[src/rtl/ula_mult_div_if.sv]
// Request/response bundle for ula_mult_div: operation request in, results and status out.
interface ula_mult_div_if #(
  parameter int WIDTH = 32
);
  logic             start;
  logic [2:0]       ALUCon;
  logic [WIDTH-1:0] A;
  logic [WIDTH-1:0] B;
  logic [WIDTH-1:0] result;
  logic [WIDTH-1:0] hi;
  logic [WIDTH-1:0] lo;
  logic             zero;
  logic             busy;
  logic             done;
  logic             div_zero;

  modport master (
    output start, ALUCon, A, B,
    input  result, hi, lo, zero, busy, done, div_zero
  );

  modport slave (
    input  start, ALUCon, A, B,
    output result, hi, lo, zero, busy, done, div_zero
  );
endinterface

[src/rtl/ula_mult_div.sv]
// ALU with single-cycle add/sub/slt and iterative signed mult/div (IDLE -> CALC -> FIX).
// Define ULA_DIV_EN to build the restoring divider; without it ALUCon=011 completes at once with result 0.
module ula_mult_div #(
  parameter int WIDTH = 32
) (
  input logic           clock,
  input logic           reset_n,
  ula_mult_div_if.slave bus
);
  localparam int CW = (WIDTH > 1) ? $clog2(WIDTH) : 1;
  localparam logic [CW-1:0] LAST = CW'(WIDTH - 1);

  typedef enum logic [1:0] {IDLE, CALC, FIX} state_t;

  state_t             state_reg, state_next;
  logic [WIDTH-1:0]   result_reg, result_next;
  logic [WIDTH-1:0]   hi_reg, hi_next;
  logic [WIDTH-1:0]   lo_reg, lo_next;
  logic               zero_reg, zero_next;
  logic               busy_reg, busy_next;
  logic               done_reg, done_next;
  logic               div_zero_reg, div_zero_next;
  logic [WIDTH-1:0]   acc_reg, acc_next;
  logic [WIDTH-1:0]   q_reg, q_next;
  logic [WIDTH-1:0]   mag_b_reg, mag_b_next;
  logic               neg_reg, neg_next;
  logic [CW-1:0]      count_reg, count_next;

  logic [WIDTH-1:0]   mag_a_in, mag_b_in;
  logic [WIDTH:0]     mul_sum;
  logic [2*WIDTH-1:0] prod_fix;
  logic [WIDTH-1:0]   slt_res;

  assign mag_a_in = bus.A[WIDTH-1] ? -bus.A : bus.A;
  assign mag_b_in = bus.B[WIDTH-1] ? -bus.B : bus.B;
  // acc:q is the running product; each step conditionally adds, then shifts right one bit.
  assign mul_sum  = q_reg[0] ? ({1'b0, acc_reg} + {1'b0, mag_b_reg}) : {1'b0, acc_reg};
  assign prod_fix = neg_reg ? -{acc_reg, q_reg} : {acc_reg, q_reg};
  assign slt_res  = {{(WIDTH-1){1'b0}}, ($signed(bus.A) < $signed(bus.B))};

`ifdef ULA_DIV_EN
  logic             op_div_reg, op_div_next;
  logic             neg_rem_reg, neg_rem_next;
  logic [WIDTH:0]   div_shift, div_diff;
  logic [WIDTH-1:0] quot_fix, rem_fix;

  // acc holds the partial remainder, q shifts the dividend out and the quotient in.
  assign div_shift = {acc_reg, q_reg[WIDTH-1]};
  assign div_diff  = div_shift - {1'b0, mag_b_reg};
  assign quot_fix  = neg_reg ? -q_reg : q_reg;
  assign rem_fix   = neg_rem_reg ? -acc_reg : acc_reg;
`endif

  always_comb begin
    state_next    = state_reg;
    result_next   = result_reg;
    hi_next       = hi_reg;
    lo_next       = lo_reg;
    zero_next     = zero_reg;
    busy_next     = busy_reg;
    done_next     = 1'b0;
    div_zero_next = div_zero_reg;
    acc_next      = acc_reg;
    q_next        = q_reg;
    mag_b_next    = mag_b_reg;
    neg_next      = neg_reg;
    count_next    = count_reg;
`ifdef ULA_DIV_EN
    op_div_next   = op_div_reg;
    neg_rem_next  = neg_rem_reg;
`endif

    case (state_reg)
      IDLE: begin
        if (bus.start) begin
          div_zero_next = 1'b0;
          done_next     = 1'b1;
          case (bus.ALUCon)
            3'b000: result_next = bus.A + bus.B;
            3'b001: result_next = bus.A - bus.B;
            3'b010: begin
              done_next  = 1'b0;
              busy_next  = 1'b1;
              state_next = CALC;
              acc_next   = '0;
              q_next     = mag_a_in;
              mag_b_next = mag_b_in;
              neg_next   = bus.A[WIDTH-1] ^ bus.B[WIDTH-1];
              count_next = '0;
`ifdef ULA_DIV_EN
              op_div_next = 1'b0;
`endif
            end
            3'b011: begin
`ifdef ULA_DIV_EN
              if (bus.B == '0) begin
                result_next   = '1;
                hi_next       = bus.A;
                lo_next       = '1;
                div_zero_next = 1'b1;
              end else begin
                done_next    = 1'b0;
                busy_next    = 1'b1;
                state_next   = CALC;
                acc_next     = '0;
                q_next       = mag_a_in;
                mag_b_next   = mag_b_in;
                neg_next     = bus.A[WIDTH-1] ^ bus.B[WIDTH-1];
                neg_rem_next = bus.A[WIDTH-1];
                op_div_next  = 1'b1;
                count_next   = '0;
              end
`else
              result_next = '0;
`endif
            end
            3'b100:  result_next = slt_res;
            default: result_next = '0;
          endcase
        end
      end

      CALC: begin
        count_next = count_reg + CW'(1);
        if (count_reg == LAST) begin
          state_next = FIX;
        end
`ifdef ULA_DIV_EN
        if (op_div_reg) begin
          if (!div_diff[WIDTH]) begin
            acc_next = div_diff[WIDTH-1:0];
            q_next   = {q_reg[WIDTH-2:0], 1'b1};
          end else begin
            acc_next = div_shift[WIDTH-1:0];
            q_next   = {q_reg[WIDTH-2:0], 1'b0};
          end
        end else
`endif
        begin
          acc_next = mul_sum[WIDTH:1];
          q_next   = {mul_sum[0], q_reg[WIDTH-1:1]};
        end
      end

      FIX: begin
        state_next = IDLE;
        busy_next  = 1'b0;
        done_next  = 1'b1;
`ifdef ULA_DIV_EN
        if (op_div_reg) begin
          hi_next = rem_fix;
          lo_next = quot_fix;
        end else
`endif
        begin
          hi_next = prod_fix[2*WIDTH-1:WIDTH];
          lo_next = prod_fix[WIDTH-1:0];
        end
        result_next = lo_next;
      end

      default: state_next = IDLE;
    endcase

    if (done_next) begin
      zero_next = (result_next == '0);
    end
  end

  always_ff @(posedge clock or negedge reset_n) begin
    if (!reset_n) begin
      state_reg    <= IDLE;
      result_reg   <= '0;
      hi_reg       <= '0;
      lo_reg       <= '0;
      zero_reg     <= 1'b0;
      busy_reg     <= 1'b0;
      done_reg     <= 1'b0;
      div_zero_reg <= 1'b0;
      acc_reg      <= '0;
      q_reg        <= '0;
      mag_b_reg    <= '0;
      neg_reg      <= 1'b0;
      count_reg    <= '0;
`ifdef ULA_DIV_EN
      op_div_reg   <= 1'b0;
      neg_rem_reg  <= 1'b0;
`endif
    end else begin
      state_reg    <= state_next;
      result_reg   <= result_next;
      hi_reg       <= hi_next;
      lo_reg       <= lo_next;
      zero_reg     <= zero_next;
      busy_reg     <= busy_next;
      done_reg     <= done_next;
      div_zero_reg <= div_zero_next;
      acc_reg      <= acc_next;
      q_reg        <= q_next;
      mag_b_reg    <= mag_b_next;
      neg_reg      <= neg_next;
      count_reg    <= count_next;
`ifdef ULA_DIV_EN
      op_div_reg   <= op_div_next;
      neg_rem_reg  <= neg_rem_next;
`endif
    end
  end

  assign bus.result   = result_reg;
  assign bus.hi       = hi_reg;
  assign bus.lo       = lo_reg;
  assign bus.zero     = zero_reg;
  assign bus.busy     = busy_reg;
  assign bus.done     = done_reg;
  assign bus.div_zero = div_zero_reg;
endmodule
[src/flat_wrapper.sv]
// flat-port wrapper written by rule: the top's interface ports become plain ports
module ula_mult_div_flat 
#(
  parameter int WIDTH = 32
)
  (clock, reset_n, bus_start, bus_ALUCon, bus_A, bus_B, bus_result, bus_hi, bus_lo, bus_zero, bus_busy, bus_done, bus_div_zero);
  ula_mult_div_if #(.WIDTH(WIDTH)) bus_i ();
  input logic clock;
  input logic reset_n;
  input wire logic [$bits(bus_i.start)-1:0] bus_start;
  input wire logic [$bits(bus_i.ALUCon)-1:0] bus_ALUCon;
  input wire logic [$bits(bus_i.A)-1:0] bus_A;
  input wire logic [$bits(bus_i.B)-1:0] bus_B;
  output wire logic [$bits(bus_i.result)-1:0] bus_result;
  output wire logic [$bits(bus_i.hi)-1:0] bus_hi;
  output wire logic [$bits(bus_i.lo)-1:0] bus_lo;
  output wire logic [$bits(bus_i.zero)-1:0] bus_zero;
  output wire logic [$bits(bus_i.busy)-1:0] bus_busy;
  output wire logic [$bits(bus_i.done)-1:0] bus_done;
  output wire logic [$bits(bus_i.div_zero)-1:0] bus_div_zero;
  assign bus_i.start = bus_start;
  assign bus_i.ALUCon = bus_ALUCon;
  assign bus_i.A = bus_A;
  assign bus_i.B = bus_B;
  assign bus_result = bus_i.result;
  assign bus_hi = bus_i.hi;
  assign bus_lo = bus_i.lo;
  assign bus_zero = bus_i.zero;
  assign bus_busy = bus_i.busy;
  assign bus_done = bus_i.done;
  assign bus_div_zero = bus_i.div_zero;
  ula_mult_div #(.WIDTH(WIDTH)) u_core (.clock(clock), .reset_n(reset_n), .bus(bus_i));
endmodule
[config.mk]
export PLATFORM = sky130hd
export DESIGN_NAME = ula_mult_div_flat
export DESIGN_NICKNAME = d
export VERILOG_FILES = /design/src/rtl/ula_mult_div_if.sv /design/src/rtl/ula_mult_div.sv /design/src/flat_wrapper.sv
export SDC_FILE = /design/constraint.sdc
export NUM_CORES = 1
export LEC_CHECK = 0
export ABC_CLOCK_PERIOD_IN_PS = 4800
export CAP_MARGIN = 10
export CORE_ASPECT_RATIO = 2
export CORE_MARGIN = 2
export CORE_UTILIZATION = 30
export CTS_BUF_LIST = sky130_fd_sc_hd__clkbuf_8 sky130_fd_sc_hd__clkbuf_16
export DETAILED_ROUTE_END_ITERATION = 8
export GPL_ROUTABILITY_DRIVEN = 0
export PLACE_DENSITY = 0.55
export SYNTH_ARGS = -nofsm -noshare
export SYNTH_HDL_FRONTEND = slang
export SYNTH_SLANG_ARGS = --single-unit
[constraint.sdc]
create_clock -name clock -period 4.8 [get_ports clock]
set_input_delay 1.44 -clock clock [delete_from_list [all_inputs] [get_ports clock]]
set_output_delay 1.44 -clock clock [all_outputs]
set_load 0.03 [all_outputs]
==> out/metrics.yaml <==
outcome:
  outcome: "complete, but fails checks"
  failed_checks: "negative setup slack"
setup_path:
  cpPeakStageDelay_ns: 0.54
  crit_required_ns: 5.25
  crit_path_start_kind: "input pin"
  worstPathArrival_ns: 5.63
  worst_path_most_repeated_cell: "or4_4"
  crit_type: "input pin to flop"
  crit_fanout: 5
  slowest_stage: "clkdlybuf4s50_1"
  setup.worst_path.end_class: "flop"
  cp_cell_sequence: "clkdlybuf4s50_1 > inv_1 > ha_1 > inv_1 > xnor2_1 > a221o_1 > or4_4 > or4_4 > or4_4 > or4_4 > nor4_4 > buf_4 > nand4_1 > o31ai_2"
  path_buf_inv: 4
  crit_family: "simple AND/OR/NAND/NOR gates"
timing:
  hold_viol: 0
  post-route-min-period_ns: 5.18
  slew_violations: 0
  fin_ws_ns: -0.379
  tightest_slew_ns: 1.18
  whs_ns: 0.476
  setup_viol: 1
  rsz0062_at_grt: "true"
  clock_skew_ns: 0.0102
  worst_slew_margin_rel_pct: 21.5
  period_share_pct: 108
  fmax_ghz: 0.193
die:
  rows: 119
  core_mm2: 0.0524
  die_x_um: 167
  top_level_ports: 170
  die_h_um: 329
  dieArea_mm2: 0.0549
  start_util_pct: 30.3
logic_synthesis:
  synth_edf_count: 0
  ys_seq_area_share_pct: 32.0
  yosysWarnings: 0
  synth_top_family_by_area: "compound AO/OA/AOI/OAI gates"
  synth_fa_ha_area_share_pct: 8.26
  synth_top_area_share_pct: 32.0
  synth.area.top_cells: "dfrtp_1 (32%), ha_1 (7.9%), o21ai_0 (6.7%)"
  synthArstFlopShare_pct: 100
  synth_ff_type: "dfrtp_1"
  ys_types: 82
  synth_compound_area_share_pct: 26.4
  ys_ff_latch: 203
  yosys.area.top_type: "dfrtp_1"
  syn-cell-area_mm2: 0.0159
  synthSimpleGateAreaFrac_pct: 17.3
  synthMuxAreaShare_pct: 1.71
  syn_avg_cell_area_um2: 8.23
  synthCells: 1928
  synthXorXnorAreaFrac_pct: 9.54
  syn-num-nets: 2101
drt:
  first_iter_violations: 972
  via_count: 16544
  wl_per_cell_um: 21.3
  drc: 0
  dr.pass1.iters: 7
  final_antenna_net_count: 0
  finalWirelength_um: 65100
  via_per_inst: 5.41
grt:
  grt_start_max_net_pins: 108
  antenna_found_initial: 0
  grt_pass1_wl_um: 97300
  overflow: 0
  grt_util_all_layers_pct: 22.9
  grt_pass1_vias: 17145
power:
  powerDensity_mw_per_mm2: 429
  vdd_drop_max_mv: 0.282
  p_leak_nw: 10.1
worst_hold_path:
  min_path_type: "flop to flop"
finish:
  syn_to_final_growth_pct: 36.7
  fin_area_mm2: 0.0217
  nNetsFinal: 2552
  drive_gt1_share_pct: 19.8
  final_cell_mix: "buf_4 (364), nand2_1 (227), o21ai_0 (212), dfrtp_1 (202), clkdlybuf4s50_1 (159)"
  final_common_cell: "buf_4"
  diodes: 0
clock_tree:
  cts_root_buf: "clkbuf_16"
  numClockSinks: 203
  h-tree-depth: 1
  cts_tree: "done"
  cts_made_buffers: 22
  clk_pin_slew_ns: 0.06
  cts_max_path_buffers: 3
  clk_latency_ns: 0.54
placement:
  io_buffers: 168
  place_area_mm2: 0.0207
  dp_slack_ns: -1.44
  post-dp-hpwl_um: 52400
flow_run:
  max_cap_viol_count: 0
[worst register-to-register path: cells and delay by family (launching register included)]
kind                   cells  cell delay, ns
AO/OA/AOI/OAI              4            0.83
XOR/XNOR                   1            0.27
buffers and inverters      1            0.18
flip-flops                 1            0.48
AND/OR/NAND/NOR            7            2.48
[cell type report]
class,count,area (um2)
clock buffers,28,644
repair buffers,534,4450
clock inverters,10,47.5
inverters,86,323
flip-flops and latches,203,5080
well taps,665,832
multi-input cells,1532,10300
fillers,5274,30700
[Yosys cell counts (all sizes together), types with 4 or more instances]
cell type	number
a211oi	13
a21o	56
a21oi	123
a221o	9
a221oi	10
a22o	4
a22oi	26
a311oi	4
a31oi	16
a32oi	5
a41oi	6
and2	7
and3	9
buf	19
clkbuf	88
dfrtp	203
ha	100
inv	85
mux2i	26
nand2	229
nand2b	24
nand3	45
nand4	13
nor2	107
nor2b	12
nor3	39
nor3b	4
nor4	18
o211ai	15
o21a	12
o21ai	219
o221ai	12
o22ai	8
o311ai	4
o31a	7
o31ai	47
o41ai	19
or2	13
or3	20
or4	29
xnor2	91
xor2	82
[power breakdown]
part           internal (mW)  switching, mW
registers               2.16          0.626
logic                   2.11           2.72
clock network          0.941          0.743
total                   5.21           4.09
[final timing paths]
path / start / end / slack, ns / depth (start not counted)
setup / recovery: bus_B[4] / u_core.bus.zero / -0.38 / 14
hold / removal: u_core.bus.lo[21] / u_core.bus.lo[21] / 0.48 / 1
setup reg to reg: u_core.q_reg[3] / u_core.bus.zero / 0.47 / 13
hold reg to reg: u_core.bus.lo[21] / u_core.bus.lo[21] / 0.48 / 1
max in group asynchronous: reset_n / u_core.bus.hi[2] / 2.91 / 2
min in group asynchronous: reset_n / u_core.bus.hi[30] / 0.94 / 1
[what timing repair did]
| item | 4_1_cts | 5_1_grt |
|---|---|---|
| gates resized for setup | 48 | 24 |
| hold buffers | 0 | 0 |
| pin swaps | 16 | 11 |
| hold endpoints to repair | 0 | 0 |
| setup endpoints to repair | 13 | 13 |
| setup buffers | 3 | 2 |
[through the flow]
step	total power [mW]	cells	util (%)	setup TNS (ns)
global placement	7.45	3015	39.5	-19.95
floorplan	5.68	1928	-	-0.277
detailed placement	7.54	3015	39.5	-20.76
global route	9.90	3058	41.4	-0.628
CTS	9.31	3056	41.2	-0.683
finish	9.30	3058	41.4	-0.379
[metal layers]
| layer | up-vias | GRT usage, % | part of all wire (%) |
|---|---|---|---|
| met4 | 0 | 19.4 | 9.4 |
| met5 | - | 0 | 0 |
| met2 | 596 | 42.2 | 51 |
| met3 | 242 | 2.54 | 4.1 |
| met1 | 7798 | 22.9 | 36 |
| li1 | 7908 | - | - |
[kinds of logic (layout without fill, tap and decap cells)]
| kind of cell | Yosys count | count (layout) |
|---|---|---|
| AO/OA/AOI/OAI | 650 | 650 |
| flip-flops | 203 | 203 |
| XOR/XNOR | 173 | 173 |
| buffers and inverters | 193 | 658 |
| multiplexers | 27 | 27 |
| other | 1 | 1 |
| AND/OR/NAND/NOR | 578 | 578 |
| adder cells (fa/ha/maj) | 103 | 103 |
Note: power is estimated with default switching activity, not from simulation.
